### config.mk
export PLATFORM = sky130hd
export DESIGN_NAME = booth_seq_mult
export DESIGN_NICKNAME = d
export VERILOG_FILES = /design/src/rtl/booth_pkg.sv /design/src/rtl/booth_recode.sv /design/src/rtl/booth_seq_mult.sv
export SDC_FILE = /design/constraint.sdc
export NUM_CORES = 1
export LEC_CHECK = 0
export CAP_MARGIN = 20
export CORE_MARGIN = 2
export CORE_UTILIZATION = 53
export CTS_CLUSTER_DIAMETER = 100
export DETAILED_ROUTE_END_ITERATION = 7
export GPL_TIMING_DRIVEN = 0
export PLACE_DENSITY = 0.79
export SLEW_MARGIN = 5
export SYNTH_ARGS = -nofsm -noshare
export SYNTH_HDL_FRONTEND = slang
export SYNTH_SLANG_ARGS = --single-unit
### constraint.sdc
create_clock -name clk -period 3.2 [get_ports clk]
set_input_delay 0.32 -clock clk [delete_from_list [all_inputs] [get_ports clk]]
set_output_delay 0.32 -clock clk [all_outputs]
set_load 0.02 [all_outputs]
### src/rtl/booth_pkg.sv
// Shared types and constants for the sequential radix-2 Booth multiplier.
package booth_pkg;

  localparam int DEFAULT_WIDTH = 8;

  typedef enum logic [1:0] {
    IDLE = 2'd0,
    RUN  = 2'd1,
    DONE = 2'd2
  } state_t;

  // One radix-2 Booth digit: h = nonzero, d = subtract.
  typedef struct packed {
    logic h;
    logic d;
  } recode_t;

endpackage

### src/rtl/booth_recode.sv
// Radix-2 Booth recoding cell: maps the bit pair (x(i), x(i-1)) to a digit in {-1, 0, +1}.
module booth_recode (
  input  logic xi,
  input  logic xi_1,
  output logic h,
  output logic d
);

  assign h = xi ^ xi_1;
  assign d = xi & ~xi_1;

endmodule

### src/rtl/booth_seq_mult.sv
// Sequential radix-2 Booth multiplier: one recode/add/shift step per cycle, start/done handshake.
module booth_seq_mult
  import booth_pkg::*;
#(
  parameter int WIDTH = DEFAULT_WIDTH
) (
  input  logic               clk,
  input  logic               rst,
  input  logic               start,
  input  logic [WIDTH-1:0]   multiplicand,
  input  logic [WIDTH-1:0]   multiplier,
  output logic               busy,
  output logic               done,
  output logic [2*WIDTH-1:0] product
);

  localparam int CW = $clog2(WIDTH + 1);

  state_t             state_reg, state_next;
  logic [WIDTH:0]     a_reg;
  logic [WIDTH:0]     m_reg;
  logic [WIDTH-1:0]   q_reg;
  logic               qm1_reg;
  logic [CW-1:0]      cnt_reg;
  logic [2*WIDTH-1:0] product_reg;

  logic               rec_h, rec_d;
  recode_t            digit;
  logic [WIDTH:0]     a_sum;
  logic [WIDTH:0]     a_shift;
  logic [WIDTH-1:0]   q_shift;
  logic               load;
  logic               last_iter;

  booth_recode u_recode (
    .xi   (q_reg[0]),
    .xi_1 (qm1_reg),
    .h    (rec_h),
    .d    (rec_d)
  );

  assign digit = '{h: rec_h, d: rec_d};

  // A carries a guard bit so that subtracting M = -2^(WIDTH-1) cannot overflow.
  always_comb begin
    a_sum = a_reg;
    if (digit.h) begin
      a_sum = digit.d ? (a_reg - m_reg) : (a_reg + m_reg);
    end
  end

  // Arithmetic right shift of {A, Q, q_m1}; the bit leaving Q becomes the new q_m1.
  assign a_shift   = {a_sum[WIDTH], a_sum[WIDTH:1]};
  assign q_shift   = {a_sum[0], q_reg[WIDTH-1:1]};

  assign load      = start && (state_reg != RUN);
  assign last_iter = (state_reg == RUN) && (cnt_reg == CW'(1));

  always_comb begin
    state_next = state_reg;
    case (state_reg)
      IDLE:    if (start) state_next = RUN;
      RUN:     if (cnt_reg == CW'(1)) state_next = DONE;
      DONE:    state_next = start ? RUN : IDLE;
      default: state_next = IDLE;
    endcase
  end

  always_ff @(posedge clk) begin
    if (rst) begin
      state_reg <= IDLE;
    end else begin
      state_reg <= state_next;
    end
  end

  always_ff @(posedge clk) begin
    if (rst) begin
      a_reg       <= '0;
      m_reg       <= '0;
      q_reg       <= '0;
      qm1_reg     <= 1'b0;
      cnt_reg     <= '0;
      product_reg <= '0;
    end else if (load) begin
      a_reg   <= '0;
      m_reg   <= {multiplicand[WIDTH-1], multiplicand};
      q_reg   <= multiplier;
      qm1_reg <= 1'b0;
      cnt_reg <= CW'(WIDTH);
    end else if (state_reg == RUN) begin
      a_reg   <= a_shift;
      q_reg   <= q_shift;
      qm1_reg <= q_reg[0];
      cnt_reg <= cnt_reg - CW'(1);
      // Captured on the final step so the product is valid throughout the DONE cycle.
      if (last_iter) begin
        product_reg <= {a_shift[WIDTH-1:0], q_shift};
      end
    end
  end

  assign busy    = (state_reg == RUN);
  assign done    = (state_reg == DONE);
  assign product = product_reg;

endmodule

-- Word level (Yosys, flattened, before mapping)
Index checks and enable logic that the tools add are counted.
- add/subtract/negate cells: 3
- reduce and logical (&&, ||, !) cells: 7
- equal/unequal tests: 6
- multiplexer cells: 10
- bitwise logic cells: 4
- operators by type and width (operator ; count):
    $mux 9 ; 2
    $mux 8 ; 2
    $add 8x8->9 ; 1
    $sub 8x8->9 ; 1
    $mux 4 ; 2
    $pmux 2 s3 ; 1
    $eq 4x1->1 const B ; 1
    $mux 2 ; 2
    $ne 2x1->1 const B ; 2
    $sub 4x1->4 const B ; 1
    $reduce_and 3->1 ; 1
    $eq 2x1->1 const B ; 1
    $eq 2x2->1 const B ; 1
    $logic_and 1x1->1 ; 2
    $logic_not 2->1 ; 1
    $ne 2x2->1 const B ; 1
    $not 1->1 ; 2
    $reduce_and 2->1 ; 1
    $reduce_bool 2->1 ; 1
    $reduce_or 2->1 ; 1
    $and 1x1->1 ; 1
    $mux 1 ; 1
    $xor 1x1->1 ; 1
- word-level logic and storage cells: 38
- input bits: 19
- output and inout bits: 18
- bits in registers: 47

-- Logic depth before layout (Yosys ltp)
Gate-level depths: netlist of run 1.
- depth in word-level cells: 6
- mapped depth: 12
- depth with buffers taken out: 11

-- Cells and area by module
Synthesis of run 1 repeated with hierarchy kept, for this count alone.
- cells, all modules: 289
- area total of the unflattened synthesis: 2382.3 um2
- modules (own cells, without submodules) (module ; times used ; cells each ; area an instance (um2) ; sequential area each (um2)):
    booth_seq_mult ; 1 ; 286 ; 2362.3 ; 940.9
    booth_recode ; 1 ; 3 ; 20.0 ; 0.0

-- Worst setup path before layout of run 1
Ideal clock, no wire load.
- path type: reg2reg
- from: register qm1_reg
- to: register, netlist name a_reg[7]
- slack: 0.636 ns
- path buffers: 1
- arrival: 2.438 ns
- data required time: 3.074 ns
- stages on the path, launching flop included: 13
- path through: dfxtp_1 inv_1 ha_1 buf_2 a21oi_1 xnor2_1 ha_1 a21o_1 a31o_1 or4_4 a21oi_1 xnor2_1 nor2_1
- cells in the longest elaborated chain, start to end: 4
- RTL lines (what ; RTL line ; text):
    start: declaration ; booth_seq_mult.sv:23 ; logic qm1_reg;
    start signal: assignment ; booth_seq_mult.sv:94 ; qm1_reg <= q_reg[0];
    $not 1->1 ; booth_recode.sv:10 ; assign d = xi & ~xi_1;
    $and 1x1->1 ; booth_recode.sv:10 ;
    $mux 9 ; booth_seq_mult.sv:48 ; a_sum = digit.d ? (a_reg - m_reg) : (a_reg + m_reg);
    $mux 9 * ; booth_seq_mult.sv:47 ; if (digit.h) begin
Mark *: on every way between the ends. The rest lies on a longest branch, timed or not.
A chain may end at the register's enable or synchronous reset.

-- Worst setup path in the final report of run 1
- from: register qm1_reg
- to: register, netlist name a_reg[7]
- cells in the longest elaborated chain, start to end: 4
- RTL lines (what ; RTL line):
    $not 1->1 ; booth_recode.sv:10
    $and 1x1->1 ; booth_recode.sv:10
    $mux 9 ; booth_seq_mult.sv:48
    $mux 9 * ; booth_seq_mult.sv:47
Marked as above.

==> results.md, run 1 <==
* Asr flop ratio synth at 0
* Outcome: finished clean
* Vias at 2121
* Vert. Die Dim at between 70 and 80 um
* Crit path time final at 2.843 ns
* Req. time, crit path at 3.38 ns
* Worst Tran Pin Value at 0.6245 ns
* Pin count of the biggest net entering global routing at 16
* Clock Sinks at 47
* TritonCTS Buffers at 5
* Register area share after synthesis at 0.4026
* Max Slew Vio Count at 0
* Gr usage total at 0.2311
* Worst Path Arrival at 3.03 ns
* Site Rows at 24
* Total die area at 4957 um^2
* Worst Skew at 0.005758 ns
* DP HPWL at roughly 4100 um
* Startpoint Class: flip-flop
* Synthesized net count at roughly 320
* Setup TNS at 0 ns
* Crit path capture type: flip-flop
* Post-synth EDFFs at 0
* Synth top area share at 0.4026
* Routed Antenna Nets at 0
* Cell count after placement at 373
* Syn avg cell area at 8.201 um^2
* Port bufs at 36
* Max Root-Sink Buffers at 2
* Post-CTS Resized at 0
* Fin worst setup slack at 0.3570 ns
* Top FF cell, synth: dfxtp_1
* Routability cong. at 0.8500
* Core box area at 4294 um^2
* Register area at 940.9 um^2
* Initial antenna violation count at 0
* Root buf cell: clkbuf_8
* Fill cell count at 386
* Commonest cells post-synth: 47 x dfxtp_1, 46 x nand2_1, 35 x nor2_1, 27 x a21oi_1, 17 x a211oi_1
* Die X at between 70 and 80 um
* First-pass GRT wire length at 9197 um
* Clk_lat worst skew at around 0.31 ns
* Post-DR wirelength/cell at between 10 and 15 um
* Period utilisation layout at 0.8884
* Final instance area at 2884 um^2
* Iter 0 DRT Violations at ~130
* Layout Area Growth over Synthesis at 23.39%
* Synthesis Warnings at 0
* DP Area at 2763 um^2
* Number of remaining DRC errors at 0
* RSZ-0062 raised after global routing: no
* Syn Inst Count at 285
* Flops & latches, synth at 47
* Synth area leader: dfxtp_1
* Post-Layout Cell Count at roughly 380
* Total Routed Length at about 5400 um
* Nets at 360
* P_leak at 1.071 nW
* Maximum capacitance violations at 0
* Max VDD drop at ~0.00032 V
* Count leader, synth: dfxtp_1
* Netlist Area Pre-Place at 2337 um^2
* Pre-CTS WS at 0.3910 ns
* TritonCTS clock tree: built
* Ports at 37
* Power per cell area at 511.3 nW/um^2
* DR vias/cell at about 5.6
* Netlist cell types at 37
* # Post-CTS Setup Buffers at 0
* Endpoints failing setup at 0
* Number of diodes at 0
* CTS H-tree depth at 2
* Drt first pass iters at 5
* Vias in the first global route at around 2000
* Clock-pin slew on the worst setup and hold paths at around 0.090 ns
* Initial core utilization at 0.5443
* F_max at between 0.3 and 0.4 GHz
* Crit Path Max Fanout at 8
* Layout cell share with drive strength beyond 1 at 0.03951
* FF-to-FF setup slack at around 0.36 ns
* Fin. Hold Viols at 0
* GRT overflow at 0
* Critical path class: flip-flop to flip-flop
* Footprint of the multi-input gates at between 1000 and 1500 um^2
* Max FFs per register at 16
* Hold buffer count at cts at 0
* Slew HR at 0.5837
* Min-Delay Path Class: flip-flop to flip-flop
* Area contributors post-synth: dfxtp_1 40%, nand2_1 7.4%, ha_1 6.4%, a21oi_1 5.8%, nor2_1 5.6%
per-layer routing:
metal	vias up	wire, um	GRT usage	part of all wire
met4	0	121	0.08974	0.022
li1	1073	-	-	-
met2	73	2469	0.3595	0.46
met5	-	0	0	0
met1	965	2521	0.3088	0.47
met3	10	306	0.05483	0.056
power breakdown:
group / leakage [nW] / switching (mW) / internal (mW)
clock: 0.0618 / 0.213 / 0.257
combinational: 0.626 / 0.200 / 0.161
sequential: 0.383 / 0.0277 / 0.616
cell type report:
class | instances | share of cell area
Clock inverter | 2 | 0.01345
Multi-Input combinational cell | 212 | 0.4495
Sequential cell | 47 | 0.3262
Buffer | 16 | 0.02169
Clock buffer | 6 | 0.02863
Inverter | 10 | 0.01302
Tap cell | 52 | 0.02256
Timing Repair Buffer | 36 | 0.1249
through the flow:
stage               hold WS [ns]  utilization  power, mW
CTS                       0.4615       0.6716      1.481
global placement          0.4431       0.6434      1.003
detailed placement        0.4483       0.6434      1.013
floorplan                 0.4363            -     0.9179
finish                    0.4563       0.6716      1.475
global route              0.4827       0.6716      1.555
critical path, cell delays in order, from the launching register on:
cell	delay, ns
dfxtp_1	0.34
inv_1	0.04
ha_1	0.20
buf_2	0.17
a21oi_1	0.15
xnor2_1	0.16
ha_1	0.32
a21o_1	0.21
a31o_1	0.23
or4_4	0.48
a21oi_1	0.21
xnor2_1	0.13
nor2_1	0.06
cell usage in the layout (no fill, tap or decap), drive strengths merged, types with 10 or more instances in the layout:
cell type | synthesis | layout
clkdlybuf4s50 | 0 | 36
a211oi | 18 | 18
clkbuf | 13 | 19
inv | 9 | 10
ha | 12 | 12
nor2 | 35 | 35
mux2i | 13 | 13
xnor2 | 13 | 13
dfxtp | 47 | 47
nand2 | 46 | 46
a21oi | 27 | 27
cell families after synthesis:
logic type | share of synthesized area
AND/OR/NAND/NOR | 0.1852
adder cells (fa/ha/maj) | 0.07280
AO/OA/AOI/OAI | 0.1847
multiplexers | 0.05567
flip-flops | 0.4026
buffers and inverters | 0.04282
XOR/XNOR | 0.05621
final timing paths:
path,start,end,cells after the start
max,qm1_reg$_SDFFE_PP0P_,a_reg[7]$_SDFFE_PP0P_,12
min,product[0]$_SDFFE_PP0P_,product[0]$_SDFFE_PP0P_,2
max reg2reg,qm1_reg$_SDFFE_PP0P_,a_reg[7]$_SDFFE_PP0P_,12
min reg2reg,product[0]$_SDFFE_PP0P_,product[0]$_SDFFE_PP0P_,2
Note: power is estimated with default switching activity, not from simulation.
==> inputs of run 2 (changes only) <==
--- a/config.mk
+++ b/config.mk
@@ -5,14 +5,15 @@
 export SDC_FILE = /design/constraint.sdc
 export NUM_CORES = 1
 export LEC_CHECK = 0
+export ABC_AREA = 1
 export CAP_MARGIN = 20
 export CORE_MARGIN = 2
-export CORE_UTILIZATION = 53
+export CORE_UTILIZATION = 54
 export CTS_CLUSTER_DIAMETER = 100
 export DETAILED_ROUTE_END_ITERATION = 7
 export GPL_TIMING_DRIVEN = 0
 export PLACE_DENSITY = 0.79
-export SLEW_MARGIN = 5
+export SLEW_MARGIN = 20
 export SYNTH_ARGS = -nofsm -noshare
 export SYNTH_HDL_FRONTEND = slang
 export SYNTH_SLANG_ARGS = --single-unit
==> run 2 against run 1 <==
Net effect: register-to-register slack improved by 0.11 ns; synthesized area is 11% higher; sequential cell count unchanged; first-iteration DRC count increased by 13%; total power is 4.2% higher; synthesized cell count rose by 26%; clock skew increased by 0.0035 ns; combinational power increased by 5.8%; die area is 8.7% higher; global-route usage about the same.
==> results.md, run 2 <==
* DP Area at 3019 um^2 (was 2763 um^2)
* Post-CTS Resized at 0 (unchanged)
* Max Slew Vio Count at 0 (unchanged)
* Root buf cell: clkbuf_8 (unchanged)
* Period utilisation layout at 0.8542 (was 0.8884)
* Flops & latches, synth at 47 (unchanged)
* Post-Layout Cell Count at 457 (was 381)
* Initial core utilization at 0.5544 (was 0.5443)
* Number of diodes at 0 (unchanged)
* Gr usage total at 0.2311 (about the same)
* TritonCTS Buffers at 5 (unchanged)
* Max FFs per register at 16 (unchanged)
* Post-synth EDFFs at 0 (unchanged)
* Min-Delay Path Class: input port to flip-flop (was flip-flop to flip-flop)
* First-pass GRT wire length at 9818 um (was 9197 um)
* GRT overflow at 0 (unchanged)
* Register area share after synthesis at 0.3617 (was 0.4026)
* Crit path capture type: flip-flop (unchanged)
* Clock Sinks at 47 (unchanged)
* Commonest non-fill, non-tap cells in the layout: 60 x inv_1, 60 x nand2_1, 47 x dfxtp_1 (was 47 x dfxtp_1, 46 x nand2_1, 36 x clkdlybuf4s50_1)
* Syn Inst Count at 360 (was 285)
* Final instance area at 3152 um^2 (was 2884 um^2)
* Vias at 2389 (was 2121)
* Vert. Die Dim at 73.41 um (was 70.41 um)
* Pin count of the biggest net entering global routing at 15 (was 16)
* # Post-CTS Setup Buffers at 0 (unchanged)
* Total Routed Length at 5749 um (was 5418 um)
* Register area at 940.9 um^2 (unchanged)
* Total die area at 5388 um^2 (was 4957 um^2)
* Synth top area share at 0.3617 (was 0.4026)
* Netlist cell types at 36 (was 37)
* CTS H-tree depth at 2 (unchanged)
* Endpoints failing setup at 0 (unchanged)
* RSZ-0062 raised after global routing: no (unchanged)
* Worst Tran Pin Value at 0.4575 ns (was 0.6245 ns)
* Crit path time final at 2.733 ns (was 2.843 ns)
* Clock-pin slew on the worst setup and hold paths at 0.09 ns (about the same)
* Synthesis Warnings at 0 (unchanged)
* TritonCTS clock tree: built (unchanged)
* Core box area at 4692 um^2 (was 4294 um^2)
* Area contributors post-synth: dfxtp_1 36%, inv_1 8.7%, nand2_1 8.7%, ha_1 5.8%, nor2_1 5.8% (was dfxtp_1 40%, nand2_1 7.4%, ha_1 6.4%, a21oi_1 5.8%, nor2_1 5.6%)
* Routed Antenna Nets at 0 (unchanged)
* Max Root-Sink Buffers at 2 (unchanged)
* Initial antenna violation count at 0 (unchanged)
* Tot Pwr at 1.536 mW (was 1.475 mW)
* Pre-CTS WS at 0.5331 ns (was 0.3910 ns)
* DP HPWL at 4334 um (was 4068 um)
* Footprint of the multi-input gates at 1331 um^2 (was 1296 um^2)
* Max VDD drop at 0.0003420 V (was 0.0003169 V)
* Slew HR at 0.6950 (was 0.5837)
* Clk_lat worst skew at 0.30 ns (was 0.31 ns)
* Asr flop ratio synth at 0 (unchanged)
* Synthesized net count at 392 (was 317)
* Critical path class: flip-flop to flip-flop (unchanged)
* Worst Skew at 0.009231 ns (was 0.005758 ns)
* Layout cell share with drive strength beyond 1 at 0.1042 (was 0.03951)
* Netlist Area Pre-Place at 2601 um^2 (was 2337 um^2)
* Port bufs at 35 (was 36)
* Die X at 73.41 um (was 70.41 um)
* Req. time, crit path at 3.40 ns (was 3.38 ns)
* Layout Area Growth over Synthesis at 21.16% (was 23.39%)
* Maximum capacitance violations at 0 (unchanged)
* DR vias/cell at 5.228 (was 5.567)
* Ports at 37 (unchanged)
* Setup TNS at 0 ns (unchanged)
* Fin worst setup slack at 0.4667 ns (was 0.3570 ns)
* Iter 0 DRT Violations at 151 (was 134)
* Nets at 434 (was 360)
* Number of remaining DRC errors at 0 (unchanged)
* Synth area leader: dfxtp_1 (unchanged)
* Worst Path Arrival at 2.94 ns (was 3.03 ns)
* Routability cong. at 0.8558 (was 0.8500)
* Crit Path Max Fanout at 6 (was 8)
* Power per cell area at 487.4 nW/um^2 (was 511.3 nW/um^2)
* Syn avg cell area at 7.226 um^2 (was 8.201 um^2)
* Cell count after placement at 449 (was 373)
* Hold buffer count at cts at 0 (unchanged)
* Drt first pass iters at 4 (was 5)
* Site Rows at 25 (was 24)
* Fill cell count at 420 (was 386)
* Outcome: finished clean (unchanged)
* P_leak at 1.493 nW (was 1.071 nW)
* F_max at 0.3659 GHz (was 0.3517 GHz)
* Vias in the first global route at 2224 (was 1979)
* Top FF cell, synth: dfxtp_1 (unchanged)
* Fin. Hold Viols at 0 (unchanged)
* Startpoint Class: flip-flop (unchanged)
* Post-DR wirelength/cell at 12.58 um (was 14.22 um)
* Commonest cells post-synth: 60 x inv_1, 60 x nand2_1, 47 x dfxtp_1, 40 x nor2_1, 28 x nand3_1 (was 47 x dfxtp_1, 46 x nand2_1, 35 x nor2_1, 27 x a21oi_1, 17 x a211oi_1)
[run 2: area by class of cell]
| class | count | share of cell area |
|---|---|---|
| clock inverters | 2 | 0.01906 |
| inverters | 67 | 0.08138 |
| clock buffers | 6 | 0.02303 |
| repair buffers | 35 | 0.1112 |
| multi-input cells | 235 | 0.4224 |
| plain buffers | 11 | 0.02303 |
| well taps | 54 | 0.02144 |
| flip-flops and latches | 47 | 0.2985 |
[run 2: final timing paths]
| path | depth (start not counted) | slack (ns) | startpoint | to |
|---|---|---|---|---|
| hold reg to reg | 2 | 0.47 | qm1_reg$_SDFFE_PP0P_ | qm1_reg$_SDFFE_PP0P_ |
| setup reg to reg | 19 | 0.47 | m_reg[1]$_SDFFE_PP0P_ | product[15]$_SDFFE_PP0P_ |
| hold / removal | 2 | 0.31 | rst | state_reg[0]$_SDFFE_PP0P_ |
| setup / recovery | 19 | 0.47 | m_reg[1]$_SDFFE_PP0P_ | product[15]$_SDFFE_PP0P_ |
[run 2: cell families after synthesis]
group,Yosys count,synth area share
and+or+nand+nor,144,0.2520
muxes,1,0.003848
adders and majority gates,13,0.06541
DFF,47,0.3617
AOI/OAI and AO/OA,71,0.1703
xor gates and xnor gates,6,0.02020
buffers and inverters,78,0.1265
[run 2: metal layers]
layer | up-vias | share of wire | routed length [um] | global-route usage
li1 | 1242 | - | - | -
met1 | 1104 | 0.47 | 2706 | 0.3032
met2 | 38 | 0.48 | 2764 | 0.3924
met3 | 5 | 0.039 | 222 | 0.04527
met4 | 0 | 0.0097 | 56 | 0.05455
met5 | - | 0 | 0 | 0
[run 2: metrics by stage]
stage | hold WS, ns | utilization
floorplan | 0.4385 | -
global placement | 0.4480 | 0.6435
detailed placement | 0.4592 | 0.6435
CTS | 0.3085 | 0.6717
global route | 0.3191 | 0.6717
finish | 0.3096 | 0.6717
[run 2: worst max-delay path, stage by stage (launching register included)]
cell	delay, ns
dfxtp_1	0.31
inv_1	0.11
ha_1	0.18
inv_1	0.04
nor2_1	0.18
nand2_1	0.10
o31ai_1	0.25
xnor2_1	0.18
inv_1	0.07
ha_1	0.34
nand2_1	0.12
inv_1	0.04
a21oi_1	0.17
nand2_1	0.07
nand2_1	0.11
nand3_1	0.08
nand2_1	0.08
nand3_1	0.09
nand2_1	0.07
inv_1	0.03
[run 2: where the power goes]
part | total [mW] | internal (mW) | switching (mW)
Combinational | 0.382 | 0.151 | 0.231
Clock | 0.518 | 0.312 | 0.206
Sequential | 0.636 | 0.614 | 0.0216
==> inputs of run 3 (changes only) <==
--- a/config.mk
+++ b/config.mk
@@ -7,7 +7,7 @@
 export LEC_CHECK = 0
 export ABC_AREA = 1
 export CAP_MARGIN = 20
-export CORE_MARGIN = 2
+export CORE_MARGIN = 4
 export CORE_UTILIZATION = 54
 export CTS_CLUSTER_DIAMETER = 100
 export DETAILED_ROUTE_END_ITERATION = 7
==> run 3 against run 2 <==
Net effect: worst hold slack improved by 0.0059 ns; first-iteration DRC count rose by 33%; utilization is 1.9 points higher; clock skew fell by 0.0026 ns; die area is 11% higher; cell area fell by 1.3%; largest cell class unchanged.
==> results.md, run 3 (synthesis results as in run 2) <==
* Outcome: finished clean (unchanged)
* Clk_lat worst skew at 0.30 ns (about the same)
* Worst Skew at 0.006671 ns (was 0.009231 ns)
* First-pass GRT wire length at 10240 um (was 9818 um)
* Period utilisation layout at 0.8374 (was 0.8542)
* Vert. Die Dim at 77.41 um (was 73.41 um)
* Gr usage total at 0.2083 (was 0.2311)
* Root buf cell: clkbuf_8 (unchanged)
* Nets at 434 (unchanged)
* Vias at 2352 (was 2389)
* Pin count of the biggest net entering global routing at 15 (unchanged)
* Met1 Use GR at 0.2764 (was 0.3032)
* GRT met2 Usage at 0.3446 (was 0.3924)
* GRT overflow at 0 (unchanged)
* Met3 Use GR at 0.04167 (was 0.04527)
* Max Slew Vio Count at 0 (unchanged)
* Initial core utilization at 0.5775 (was 0.5544)
* Endpoints failing setup at 0 (unchanged)
* R2r startpoint: m_reg[1]$_SDFFE_PP0P_ (unchanged)
* Site Rows at 24 (was 25)
* Setup TNS at 0 ns (unchanged)
* DR vias/cell at 5.169 (was 5.228)
* Ports at 37 (unchanged)
* Total Routed Length at 5839 um (was 5749 um)
* Worst Tran Pin Value at 0.4310 ns (was 0.4575 ns)
* Post-DR wirelength/cell at 12.83 um (was 12.58 um)
* Max VDD drop at 0.0003478 V (was 0.0003420 V)
* Max Root-Sink Buffers at 2 (unchanged)
* Total die area at 5992 um^2 (was 5388 um^2)
* Crit Path Max Fanout at 6 (unchanged)
* Clock-pin slew on the worst setup and hold paths at 0.08 ns (was 0.09 ns)
* Capturing point of the worst reg2reg path: a_reg[7]$_SDFFE_PP0P_ (was product[15]$_SDFFE_PP0P_)
* Crit path capture type: flip-flop (unchanged)
* Maximum capacitance violations at 0 (unchanged)
* RSZ-0062 raised after global routing: no (unchanged)
* Crit path time final at 2.680 ns (was 2.733 ns)
* Fin worst setup slack at 0.5203 ns (was 0.4667 ns)
* Commonest non-fill, non-tap cells in the layout: 60 x inv_1, 60 x nand2_1, 47 x dfxtp_1 (unchanged)
* Die X at 77.41 um (was 73.41 um)
* Initial antenna violation count at 0 (unchanged)
* Most Crowded Layer GR: met2 (unchanged)
* Iter 0 DRT Violations at 201 (was 151)
* F_max at 0.3732 GHz (was 0.3659 GHz)
* Routed Antenna Nets at 0 (unchanged)
* Clock Sinks at 47 (unchanged)
* Drt first pass iters at 4 (unchanged)
* Startpoint Class: flip-flop (unchanged)
* Layout cell share with drive strength beyond 1 at 0.1042 (unchanged)
* Slew HR at 0.7126 (was 0.6950)
* Routability cong. at 0.8389 (was 0.8558)
* Fill cell count at 407 (was 420)
* Fin util at 0.6908 (was 0.6717)
* Power per cell area at 448.4 nW/um^2 (was 487.4 nW/um^2)
* Critical Path Sink: a_reg[7]$_SDFFE_PP0P_ (was product[15]$_SDFFE_PP0P_)
* Fin. Hold Viols at 0 (unchanged)
* Tot Pwr at 1.395 mW (was 1.536 mW)
* Vias in the first global route at 2262 (was 2224)
* Cell count after placement at 447 (was 449)
* Pre-CTS WS at 0.5754 ns (was 0.5331 ns)
* Max FFs per register at 16 (unchanged)
* Number of remaining DRC errors at 0 (unchanged)
* Worst Setup SP: m_reg[1]$_SDFFE_PP0P_ (unchanged)
* Post-CTS Resized at 0 (unchanged)
* Min-Delay Path Class: input port to flip-flop (unchanged)
* FF-to-FF path depth at 19 (unchanged)
* Post-Layout Cell Count at 455 (was 457)
* TritonCTS Buffers at 5 (unchanged)
* TritonCTS clock tree: built (unchanged)
* Critical path class: flip-flop to flip-flop (unchanged)
* FF-to-FF setup slack at 0.52 ns (was 0.47 ns)
* Number of diodes at 0 (unchanged)
* Layout Area Growth over Synthesis at 19.62% (was 21.16%)
* DP HPWL at 4441 um (was 4334 um)
* CTS H-tree depth at 2 (unchanged)
* Hold buffer count at cts at 0 (unchanged)
* # Post-CTS Setup Buffers at 0 (unchanged)
* Req. time, crit path at 3.40 ns (about the same)
* P_leak at 1.476 nW (was 1.493 nW)
* Core box area at 4504 um^2 (was 4692 um^2)
* Port bufs at 35 (unchanged)
* Worst Path Arrival at 2.88 ns (was 2.94 ns)
[run 3: routing by layer]
metal,part of all wire,wire length (um)
met2,0.48,2805
met3,0.054,314
met4,0.015,86
met1,0.45,2633
met5,0,0
[run 3: final cells by class]
| type | instances | area (um^2) | area share |
|---|---|---|---|
| Multi-Input combinational cell | 235 | 1331 | 0.4278 |
| Sequential cell | 47 | 940.9 | 0.3024 |
| Timing Repair Buffer | 35 | 350.3 | 0.1126 |
| Inverter | 67 | 256.5 | 0.08243 |
| Clock buffer | 7 | 86.33 | 0.02774 |
| Buffer | 11 | 72.57 | 0.02332 |
| Tap cell | 52 | 65.06 | 0.02091 |
| Clock inverter | 1 | 8.758 | 0.002815 |
[run 3: critical path, cell delays in order (launching register included)]
cell	delay [ns]
dfxtp_1	0.30
inv_1	0.11
ha_1	0.19
inv_1	0.04
nor2_1	0.16
nand2_1	0.10
o31ai_1	0.25
xnor2_1	0.16
inv_1	0.07
ha_1	0.35
nand2_1	0.12
inv_1	0.05
a21oi_1	0.17
nand2_1	0.08
nand2_1	0.10
nand3_1	0.08
nand2_1	0.09
nand3_1	0.07
nand2_1	0.06
inv_1	0.03
[run 3: report_power, final]
group | leakage, nW | switching (mW) | internal [mW] | total (mW)
clock | 0.0484 | 0.198 | 0.177 | 0.376
combinational | 1.04 | 0.232 | 0.151 | 0.383
sequential | 0.384 | 0.0219 | 0.614 | 0.636
total | 1.48 | 0.453 | 0.943 | 1.40
[run 3: per-stage QoR]
stage	hold WS, ns	instance area [um^2]
floorplan	0.4385	2601
global placement	0.4482	3017
detailed placement	0.4606	3017
CTS	0.3186	3112
global route	0.3264	3112
finish	0.3155	3112
[run 3: worst min path at each step]
stage	from	to	slack [ns]	cells past startpoint
final	rst	state_reg[0]$_SDFFE_PP0P_	0.32	2
after floorplan	qm1_reg$_SDFFE_PP0P_	qm1_reg$_SDFFE_PP0P_	0.44	2
after detailed placement	qm1_reg$_SDFFE_PP0P_	qm1_reg$_SDFFE_PP0P_	0.46	2
after global routing	rst	state_reg[1]$_SDFFE_PP0P_	0.33	2
after CTS	rst	state_reg[0]$_SDFFE_PP0P_	0.32	2
after global placement	qm1_reg$_SDFFE_PP0P_	qm1_reg$_SDFFE_PP0P_	0.45	2
